`src/rtl/pipe_hazard_ctrl.sv`:
```
// Pipeline sequencer for the 5-stage core: load-use interlock, mul/div and bus holds,
// and IF/ID flushing after taken jumps. Drives stall/flush controls to PC, IF_ID and ID_EX.
module pipe_hazard_ctrl #(
    parameter int RADDR_W    = 5,
    parameter int FLUSH_CYC  = 2,
    parameter int MD_TIMEOUT = 64
) (
    input  logic               clk,
    input  logic               rst,
    input  logic               id_reg1_re_i,
    input  logic [RADDR_W-1:0] id_reg1_raddr_i,
    input  logic               id_reg2_re_i,
    input  logic [RADDR_W-1:0] id_reg2_raddr_i,
    input  logic               ex_load_i,
    input  logic               ex_reg_we_i,
    input  logic [RADDR_W-1:0] ex_reg_waddr_i,
    input  logic               ex_md_start_i,
    input  logic               md_done_i,
    input  logic               ex_jump_i,
    input  logic               bus_hold_i,
    output logic               stall_pc_o,
    output logic               stall_ifid_o,
    output logic               stall_idex_o,
    output logic               flush_ifid_o,
    output logic               bubble_idex_o,
    output logic               md_timeout_o,
    output logic [1:0]         state_o
);

    localparam int MD_CNT_W = (MD_TIMEOUT > 1) ? $clog2(MD_TIMEOUT) : 1;
    localparam logic [MD_CNT_W-1:0] MD_LAST = MD_CNT_W'(MD_TIMEOUT - 1);
    localparam logic [MD_CNT_W-1:0] MD_MAX  = '1;
    localparam logic [1:0]          FL_LOAD = 2'(FLUSH_CYC - 1);

    typedef enum logic [1:0] {
        S_RUN     = 2'd0,
        S_MD_WAIT = 2'd1,
        S_FLUSH   = 2'd2,
        S_HOLD    = 2'd3
    } state_t;

    state_t              state, state_nxt;
    logic [1:0]          flush_cnt, flush_cnt_nxt;
    logic [MD_CNT_W-1:0] md_cnt, md_cnt_nxt;

    logic lu_hazard;
    logic md_expired;
    logic stall_pc, stall_ifid, stall_idex, flush_ifid, bubble_idex, md_timeout;

    // x0 is hardwired zero, so a load targeting it can never feed a stale value.
    always_comb begin
        lu_hazard = ex_load_i && ex_reg_we_i && (ex_reg_waddr_i != '0) &&
                    ((id_reg1_re_i && (id_reg1_raddr_i == ex_reg_waddr_i)) ||
                     (id_reg2_re_i && (id_reg2_raddr_i == ex_reg_waddr_i)));
    end

    assign md_expired = (md_cnt == MD_LAST) && !md_done_i;

    always_ff @(posedge clk or posedge rst) begin
        if (rst) begin
            state     <= S_RUN;
            flush_cnt <= '0;
            md_cnt    <= '0;
        end else begin
            state     <= state_nxt;
            flush_cnt <= flush_cnt_nxt;
            md_cnt    <= md_cnt_nxt;
        end
    end

    always_comb begin
        state_nxt     = state;
        flush_cnt_nxt = flush_cnt;
        md_cnt_nxt    = md_cnt;
        unique case (state)
            S_RUN: begin
                if (ex_jump_i) begin
                    if (FLUSH_CYC > 1) begin
                        state_nxt     = S_FLUSH;
                        flush_cnt_nxt = FL_LOAD;
                    end
                end else if (ex_md_start_i) begin
                    state_nxt  = S_MD_WAIT;
                    md_cnt_nxt = '0;
                end else if (bus_hold_i) begin
                    state_nxt = S_HOLD;
                end
            end
            S_MD_WAIT: begin
                if (md_cnt != MD_MAX) begin
                    md_cnt_nxt = md_cnt + MD_CNT_W'(1);
                end
                if (md_done_i || md_expired) begin
                    state_nxt = S_RUN;
                end
            end
            S_FLUSH: begin
                flush_cnt_nxt = flush_cnt - 2'd1;
                if (flush_cnt <= 2'd1) begin
                    state_nxt     = S_RUN;
                    flush_cnt_nxt = '0;
                end
            end
            S_HOLD: begin
                if (!bus_hold_i) begin
                    state_nxt = S_RUN;
                end
            end
            default: state_nxt = S_RUN;
        endcase
    end

    always_comb begin
        stall_pc    = 1'b0;
        stall_ifid  = 1'b0;
        stall_idex  = 1'b0;
        flush_ifid  = 1'b0;
        bubble_idex = 1'b0;
        md_timeout  = 1'b0;
        unique case (state)
            S_RUN: begin
                if (ex_jump_i) begin
                    flush_ifid  = 1'b1;
                    bubble_idex = 1'b1;
                end else if (ex_md_start_i || bus_hold_i) begin
                    stall_pc   = 1'b1;
                    stall_ifid = 1'b1;
                    stall_idex = 1'b1;
                end else if (lu_hazard) begin
                    stall_pc    = 1'b1;
                    stall_ifid  = 1'b1;
                    bubble_idex = 1'b1;
                end
            end
            S_MD_WAIT: begin
                stall_pc   = 1'b1;
                stall_ifid = 1'b1;
                stall_idex = 1'b1;
                md_timeout = md_expired;
            end
            S_FLUSH: begin
                flush_ifid  = 1'b1;
                bubble_idex = 1'b1;
            end
            S_HOLD: begin
                if (bus_hold_i) begin
                    stall_pc   = 1'b1;
                    stall_ifid = 1'b1;
                    stall_idex = 1'b1;
                end else if (lu_hazard) begin
                    stall_pc    = 1'b1;
                    stall_ifid  = 1'b1;
                    bubble_idex = 1'b1;
                end
            end
            default: ;
        endcase
    end

    // Outputs are forced low while rst is high so nothing leaks through before the first edge.
    always_comb begin
        stall_pc_o    = stall_pc && !rst;
        stall_ifid_o  = stall_ifid && !flush_ifid && !rst;
        stall_idex_o  = stall_idex && !bubble_idex && !rst;
        flush_ifid_o  = flush_ifid && !rst;
        bubble_idex_o = bubble_idex && !rst;
        md_timeout_o  = md_timeout && !rst;
        state_o       = state;
    end

endmodule

```
`config.mk`:
```
export PLATFORM = sky130hd
export DESIGN_NAME = pipe_hazard_ctrl
export DESIGN_NICKNAME = d
export VERILOG_FILES = /design/src/rtl/pipe_hazard_ctrl.sv
export SDC_FILE = /design/constraint.sdc
export NUM_CORES = 1
export LEC_CHECK = 0
export ABC_AREA = 1
export ABC_CLOCK_PERIOD_IN_PS = 1400
export BUFFER_PORTS_ARGS = -buffer_cell sky130_fd_sc_hd__buf_2
export CAP_MARGIN = 20
export CORE_MARGIN = 4
export CORE_UTILIZATION = 40
export DETAILED_ROUTE_END_ITERATION = 12
export GPL_TIMING_DRIVEN = 0
export PLACE_DENSITY = 0.7
export SLEW_MARGIN = 20
export SYNTH_ARGS = -nofsm -noshare
export SYNTH_HDL_FRONTEND = slang
export SYNTH_SLANG_ARGS = --single-unit
export TNS_END_PERCENT = 10
```
`constraint.sdc`:
```
create_clock -name clk -period 1.4 [get_ports clk]
set_clock_uncertainty 0.1 [all_clocks]
set_input_delay 0.07 -clock clk [delete_from_list [all_inputs] [get_ports clk]]
set_output_delay 0.07 -clock clk [all_outputs]
set_load 0.005 [all_outputs]
```
==> Word-level counts from Yosys, hierarchy flattened <==
Cells that the tools add are included.
W data, S select, Z words.
{ "totals": {"reg_bits": 10, "input_bits": 25, "word_cells": 79} }
{ "classes": {"add_sub_neg": 2, "n_lt_le_gt_ge": 1, "n_eq_ne": 15, "mux": 30, "reduce_logical": 28} }
{ "ops": {"columns": ["cell", "n"], "rows": [
  ["$mux W6", 3],
  ["$mux W2", 8],
  ["$logic_and A1 B1 Y1", 14],
  ["$ne A2 B2 Y1 const B", 7],
  ["$mux W1", 12],
  ["$pmux W6 S2", 1],
  ["$eq A5 B5 Y1", 2],
  ["$pmux W1 S3", 3],
  ["$pmux W2 S4", 1],
  ["$reduce_and A4 Y1", 2],
  ["$add A6 B1 Y6 const B", 1],
  ["$eq A6 B6 Y1 const B", 1],
  ["$ne A6 B6 Y1 const B", 1],
  ["$reduce_bool A5 Y1", 1],
  ["$eq A2 B2 Y1 const B", 2],
  ["$logic_not A1 Y1", 4],
  ["$ne A4 B4 Y1 const B", 1],
  ["$pmux W2 S2", 1],
  ["$reduce_bool A2 Y1", 2],
  ["$logic_or A1 B1 Y1", 3],
  ["$eq A2 B1 Y1 const B", 1],
  ["$le A2 B1 Y1 const B", 1],
  ["$logic_not A2 Y1", 1],
  ["$pmux W1 S2", 1],
  ["2 further kinds", 2]
]} }

==> Depth between registers and ports, before layout <==
Gate-level depths: netlist of run 1.
{ "logic_depth": {"word_depth": 11, "mapped_depth": 8} }

==> Worst setup path after synthesis of run 1 <==
No wires, ideal clock.
{ "synth_path": {"path_kind": "reg2reg", "start": "reg md_cnt[0]", "end": "reg md_cnt[2]", "setup_ns": 0.121, "t_arrival_ns": 1.206, "t_required_ns": 1.179, "setup_slack_ns": -0.027, "stages_incl_launch_ff": 8, "period_less_slack_ns": 1.427, "cell_sequence": "dfrtp_1 -> ha_1 -> nand3_2 -> nand3b_4 -> nand2_4 -> nand2_4 -> a21oi_1 -> nor2_1"} }
{ "synth_between": {"elab_chain_cells": 3, "elab_cells_between_ends": 6, "classes_between": "add/sub: 1; eq/ne: 2; mux: 2; reduce/logical: 1"} }
{ "synth_lines": {"columns": ["item", "line", "source"], "rows": [
  ["start, declared", "44", "logic [MD_CNT_W-1:0] md_cnt, md_cnt_nxt;"],
  ["start signal, assigned", "67", "md_cnt <= md_cnt_nxt;"],
  ["$add A6 B1 Y6 / $ne A6 B6 Y1 (equally long branches)", "91, 90", null],
  ["$mux W6 / $ne A2 B2 Y1 (equally long branches)", null, null],
  ["$pmux W6 S2 / $reduce_and A4 Y1 (equally long branches)", null, null]
]} }
Parallel ways exist; a longest one is shown, timed or not. The select of a mux whose other input is x is not followed.
A chain may end at the register's enable or synchronous reset.

==> Worst setup path after layout of run 1 <==
{ "layout_path": {"start": "reg md_cnt[1]", "end": "out md_timeout_o"} }
{ "layout_between": {"elab_chain_cells": 4} }
{ "layout_lines": {"columns": ["item", "line", "source"], "rows": [
  ["$eq A6 B6 Y1", "57", "assign md_expired = (md_cnt == MD_LAST) && !md_done_i;"],
  ["$logic_and A1 B1 Y1", "57", null],
  ["$mux W1", "120", "unique case (state)"],
  ["$logic_and A1 B1 Y1", "167", "md_timeout_o = md_timeout && !rst;"],
  ["end, declared", "26", "output logic md_timeout_o,"]
]} }
Every way passes these cells.

==> metrics.cfg, run 1 <==
[outcome]
status = complete, but fails checks
violations = negative setup slack

[setup_path]
worstPathMaxFanout = 3
cp-end-kind = output port
worstPathRequired_ns = 1.23
critical_path_arrival_ns = 1.43
crit_path_start_kind = flip-flop
path_cells = ha_4 -> nand3_4 -> nand3b_4 -> nor4_4 -> buf_2
r2r.worst_path.cells = 7
critical_path_class = flip-flop to output port
crit_path_max_incr_delay_ns = 0.39
cpMaxStageDelayCell = dfrtp_1

[worst_hold_path]
hp-class = input pin to flip-flop
min_path_cells = 4

[floorplan]
ioPinCount = 33
die-area_sq_um = 3060
die_h_um = 55.3
std_cell_rows = 16
core-area_sq_um = 2040
die_w_um = 55.3
start_util_pct = 43.8

[layout]
area_growth_pct = 43.6
nets = 214
final_cells = 214
num_antenna_cells = 0
drive_gt1_share_pct = 40.1
fillers = 191

[sta]
drv_slew = 0
worst_pin_slew_ns = 0.463
grt_setup_unrepaired = true
fin_crit_ns = 1.60
fmax_mhz = 624
setup_slack_ns = -0.204
setup_tns_ns = -0.856
hold_violations = 0
slew_headroom_pct = 69.0
fin_crit_sh_pct = 115
final-setup-viol-count = 11

[placed_design]
portBuffers = 32
place_ws_ns = -0.196
dpl.cell_count = 200
dp_hpwl_um = 1760
globalplace.congestion = 0.809

[clocking]
clk-insertion-delay-late_ns = 0.27
cts-root-buf = clkbuf_4
clock_sinks = 10
cts_max_path_buffers = 2
cts_made_buffers = 3
h-tree-depth = 1
path_clk_slew_ns = 0.07
cts_tree = done

[synth]
synth-edff-count = 0
syn_area_sq_um = 895
synth_area_leaders = dfrtp_1 28%, nand2_1 18%, inv_1 7.1%
yosysSeqAreaShare_pct = 28.0
syn_avg_cell_area_sq_um = 6.34
synth_seq_cells = 10
yosys_warnings = 0
post-synth-top-count-cell = nand2_1
synthFlopType = dfrtp_1
yosys.area.top_type_share_pct = 28.0
syn_inst = 141
synthArstFlopShare_pct = 100
synth.net_count = 167
synth_common_cells = 44 x nand2_1, 17 x inv_1, 16 x nor2_1, 10 x dfrtp_1, 10 x inv_2
synth_top_area_cell = dfrtp_1
ys_types = 24

[pwr]
ir_drop_v = 0.00109
leakage_nw = 0.744
power.density_nw_per_um2 = 1300
total_power_mw = 1.67

[global_routing]
grt_overflow = 0
grt_pass1_wl_um = 3850
grt_pass1_vias = 927
grt_usage_pct = 15.3
grt_antenna_before_repair = 0
grt_max_degree = 11

[detailed_routing]
vias_per_cell = 4.98
drtIter0Drc = 32
first_pass_iters = 4
via_count = 1066
drcViolationCount = 0
ant_nets = 0
totalWireLength_um = 2370
wl_per_cell_um = 11.1

[run]
cap_violations = 0

## layout make-up
class	instances	area, sq um	area share, %
plain buffers	1	11.3	0.876
clock buffers	4	36.3	2.82
inverters	27	104	8.08
multi-input cells	103	606	47.1
flip-flops and latches	10	253	19.7
well taps	27	33.8	2.63
repair buffers	42	241	18.8
## sequential cells by signal, indices dropped and copies added, names as in the netlist
signal,count
state_o,2
flush_cnt,2
md_cnt,6
## per-stage QoR
stage          instance area, sq um  utilization [%]  hold slack (ns)
2_1_floorplan                   897                -           -0.182
3_3_place_gp                   1090             53.4           0.0381
3_5_place_dp                   1090             53.4           0.0404
4_1_cts                        1240             60.8           0.0251
5_1_grt                        1280             62.9           0.0578
6_report                       1280             62.9           0.0193
## per-layer routing
| metal | GRT usage [%] | routed length (um) |
|---|---|---|
| met1 | 17.4 | 931 |
| met2 | 28.2 | 1260 |
| met3 | 2.33 | 133 |
| met4 | 5.90 | 41 |
| met5 | 0 | 0 |
## cell families (layout without fill, tap and decap cells)
family	after synthesis	count (layout)	share of synthesized area (%)
AOI/OAI and AO/OA	17	17	11.3
DFF	10	10	28.0
xor gates and xnor gates	1	1	0.979
and+or+nand+nor	84	84	45.7
buffers and inverters	28	74	12.6
adders and majority gates	1	1	1.40
## where the power goes
part	switching [mW]	total, mW	internal, mW
Clock	0.111	0.269	0.158
Combinational	0.516	0.959	0.443
Sequential	0.0764	0.439	0.363
Total	0.703	1.67	0.964
## cells in the final DEF (no fill, tap or decap), drive strengths merged
| cell type | count |
|---|---|
| nand2 | 47 |
| buf | 42 |
| inv | 27 |
| nor2 | 17 |
| nand3 | 11 |
| dfrtp | 10 |
| o21ai | 9 |
| a21oi | 5 |
| nand4 | 4 |
| clkbuf | 4 |
| o22ai | 2 |
| nand3b | 2 |
| nor4 | 2 |
| xor2 | 1 |
| o21bai | 1 |
| nor3 | 1 |
| ha | 1 |
| dlygate4sd3 | 1 |
## repair_timing
| item | CTS | global route |
|---|---|---|
| pin swaps | 9 | 4 |
| resized for setup | 14 | 3 |
| hold buffers | 1 | 0 |
| endpoints found under the setup margin | 13 | 14 |
| endpoints found under the hold margin | 10 | 0 |
| buffers inserted | 5 | 4 |
## worst max-delay path: cells and delay by family, from the launching register on
kind,cells,cell delay (ns)
flip-flops,1,0.39
adder cells (fa/ha/maj),1,0.17
AND/OR/NAND/NOR,3,0.44
buffers and inverters,1,0.16
## final timing paths
check,to,slack [ns],from
hold reg to reg,flush_cnt[1],0.44,flush_cnt[0]
min in group asynchronous,flush_cnt[0],0.35,rst
setup / recovery,md_timeout_o,-0.20,md_cnt[1]
hold / removal,state_o[0],0.02,md_done_i
max in group asynchronous,state_o[0],0.51,rst
setup reg to reg,md_cnt[2],-0.08,md_cnt[1]
No activity file was read; power rests on OpenSTA's default activity.
==> inputs of run 2 (changes only) <==
--- a/config.mk
+++ b/config.mk
@@ -14,6 +14,7 @@
 export DETAILED_ROUTE_END_ITERATION = 12
 export GPL_TIMING_DRIVEN = 0
 export PLACE_DENSITY = 0.7
+export RECOVER_POWER = 50
 export SLEW_MARGIN = 20
 export SYNTH_ARGS = -nofsm -noshare
 export SYNTH_HDL_FRONTEND = slang
==> constraint.sdc (replaced) <==
create_clock -name clk -period 1.4 [get_ports clk]
set_clock_uncertainty 0.1 [all_clocks]
set_input_delay 0.07 -clock clk [delete_from_list [all_inputs] [get_ports clk]]
set_output_delay 0.07 -clock clk [all_outputs]
set_load 0.1 [all_outputs]
==> metrics.cfg, run 2 (synthesized netlist as in run 1, its figures left out) <==
[clocking]
cts-root-buf = clkbuf_4  ; unchanged
clock_sinks = 10  ; unchanged
cts_max_path_buffers = 2  ; unchanged
cts_tree = done  ; unchanged
cts_made_buffers = 3  ; unchanged
h-tree-depth = 1  ; unchanged
clk-insertion-delay-late_ns = 0.27  ; about the same
path_clk_slew_ns = 0.07  ; about the same

[pwr]
swShare_pct = 54.9  ; was 42.2%
ir_drop_v = 0.00153  ; was 0.00109 V
intPower_mw = 0.994  ; was 0.964 mW
power_frac_comb_pct = 68.2  ; was 57.5%
p_switching_mw = 1.21  ; was 0.703 mW
seq_power_share_pct = 22.1  ; was 26.4%
power.density_nw_per_um2 = 1630  ; was 1300 nW/um^2
total_power_mw = 2.20  ; was 1.67 mW
leakage_nw = 0.729  ; was 0.744 nW
clockPowerShare_pct = 9.7  ; was 16.1%

[layout]
final_cell_mix = 44 x nand2_1, 24 x buf_2, 17 x inv_1, 13 x nor2_1, 8 x inv_2  ; was 44 x nand2_1, 32 x buf_2, 17 x inv_1, 14 x nor2_1, 9 x inv_2
area_growth_pct = 51.3  ; was 43.6%
fin_util_pct = 66.3  ; was 62.9%
largest_reg_flops = 6  ; unchanged
fillers = 180  ; was 191
regMostFlops = md_cnt  ; unchanged
seqCellArea_sq_um = 259  ; was 253 sq um
multiInputGateArea_sq_um = 638  ; was 606 sq um
fin_area_sq_um = 1350  ; was 1280 sq um
drive_gt1_share_pct = 39.4  ; was 40.1%
final_common_cell = nand2_1  ; unchanged
nets = 207  ; was 214
num_antenna_cells = 0  ; unchanged

[sta]
fin_crit_ns = 1.89  ; was 1.60 ns
slew_headroom_pct = 68.5  ; was 69.0%
grt_setup_unrepaired = true  ; unchanged
fin_crit_sh_pct = 135  ; was 115%
setup_slack_ns = -0.487  ; was -0.204 ns
drv_slew = 0  ; unchanged
hold_violations = 0  ; unchanged
worst_pin_slew_ns = 0.471  ; was 0.463 ns
fmax_mhz = 530  ; was 624 MHz
holdWs_ns = 0.0315  ; was 0.0193 ns
final-setup-viol-count = 14  ; was 11

[detailed_routing]
first_pass_iters = 4  ; unchanged
wl_per_cell_um = 11.9  ; was 11.1 um
vias_per_cell = 4.96  ; was 4.98
drtIter0Drc = 17  ; was 32
via_count = 1027  ; was 1066
drcViolationCount = 0  ; unchanged
totalWireLength_um = 2470  ; was 2370 um
ant_nets = 0  ; unchanged

[run]
cap_violations = 0  ; unchanged

[setup_path]
worstPathMaxFanout = 8  ; was 3
cp-end-kind = output port  ; unchanged
crit_path_max_incr_delay_ns = 0.49  ; was 0.39 ns
crit_path_start_kind = flip-flop  ; unchanged
cpMaxStageDelayCell = dfrtp_4  ; was dfrtp_1
critical_path_class = flip-flop to output port  ; unchanged
worstPathRequired_ns = 1.23  ; about the same
path_buf_inv = 2  ; was 1
critical_path_arrival_ns = 1.72  ; was 1.43 ns
path_cells = buf_8 -> o21ai_4 -> nand4_1 -> o22ai_4 -> buf_12  ; was ha_4 -> nand3_4 -> nand3b_4 -> nor4_4 -> buf_2
crit_family = flip-flops  ; was simple AND/OR/NAND/NOR gates

[global_routing]
grt_usage_pct = 16.6  ; was 15.3%
grt_antenna_before_repair = 0  ; unchanged
grt_overflow = 0  ; unchanged
grt_pass1_wl_um = 4200  ; was 3850 um
grt_max_degree = 11  ; unchanged
grt_pass1_vias = 1029  ; was 927

[worst_hold_path]
hp-class = input pin to flip-flop  ; unchanged

[floorplan]
start_util_pct = 43.8  ; unchanged
ioPinCount = 33  ; unchanged
std_cell_rows = 16  ; unchanged
core-area_sq_um = 2040  ; unchanged
die-area_sq_um = 3060  ; unchanged
die_h_um = 55.3  ; unchanged
die_w_um = 55.3  ; unchanged

[placed_design]
globalplace.congestion = 0.772  ; was 0.809
dp_hpwl_um = 1910  ; was 1760 um
portBuffers = 32  ; unchanged
placed_area_sq_um = 1140  ; was 1090 sq um

[outcome]
violations = negative setup slack  ; unchanged
status = complete, but fails checks  ; unchanged

run 2: path summary, 6_finish.rpt:
path / from / depth (start not counted) / to / slack (ns)
setup / recovery: state_o[1] / 5 / stall_ifid_o / -0.49
hold / removal: md_done_i / 4 / state_o[0] / 0.03
setup reg to reg: md_cnt[0] / 7 / md_cnt[2] / -0.08
hold reg to reg: md_cnt[0] / 1 / md_cnt[0] / 0.44
max in group asynchronous: rst / 3 / state_o[0] / 0.33
min in group asynchronous: rst / 3 / md_cnt[2] / 0.51
run 2: routing by layer:
metal / vias to the layer above / part of all wire [%] / wire length, um / track usage [%]
li1: 528 / - / - / -
met1: 474 / 43 / 1060 / 19.4
met2: 21 / 51 / 1250 / 29.4
met3: 4 / 4.8 / 118 / 4.90
met4: 0 / 1.5 / 36 / 4.17
met5: - / 0 / 0 / 0
run 2: cell type report:
class | instances | area share (%)
sequential | 10 | 19.1
clock buffer | 4 | 1.94
multi-input combinational | 103 | 47.1
tap | 27 | 2.50
inverter | 27 | 8.04
buffer | 1 | 1.11
timing repair buffer | 35 | 20.1
run 2: power by group through the flow:
stage | clock (mW) | combinational (mW) | sequential, mW
finish | 0.213 | 1.50 | 0.487
global route | 0.232 | 1.60 | 0.496
CTS | 0.219 | 1.42 | 0.475
detailed placement | 0 | 1.19 | 0.458
global placement | 0 | 1.18 | 0.454
floorplan | 0 | 0.818 | 0.620
run 2: worst register-to-register path, stage by stage, from the launching register on:
cell,delay (ns)
dfrtp_2,0.43
ha_4,0.18
nand3_4,0.08
nand3b_4,0.19
nand2_4,0.12
nand2_4,0.09
a21oi_1,0.13
nor2_1,0.05
run 2: stage by stage:
| stage | setup TNS, ns | std cells | setup slack (ns) |
|---|---|---|---|
| 3_3_place_gp | -2.57 | 200 | -0.463 |
| 4_1_cts | -2.43 | 207 | -0.449 |
| 6_report | -2.41 | 207 | -0.487 |
| 3_5_place_dp | -2.88 | 200 | -0.479 |
| 5_1_grt | -3.44 | 207 | -0.552 |
| 2_1_floorplan | -5.17 | 141 | -0.847 |
run 2: timing repair:
action                                  4_1_cts  5_1_grt
pin swaps                                     8        2
buffers inserted                              2        0
endpoints found under the hold margin        10        0
resized for setup                            29       11
endpoints found under the setup margin       14       15
hold buffers                                  1        0
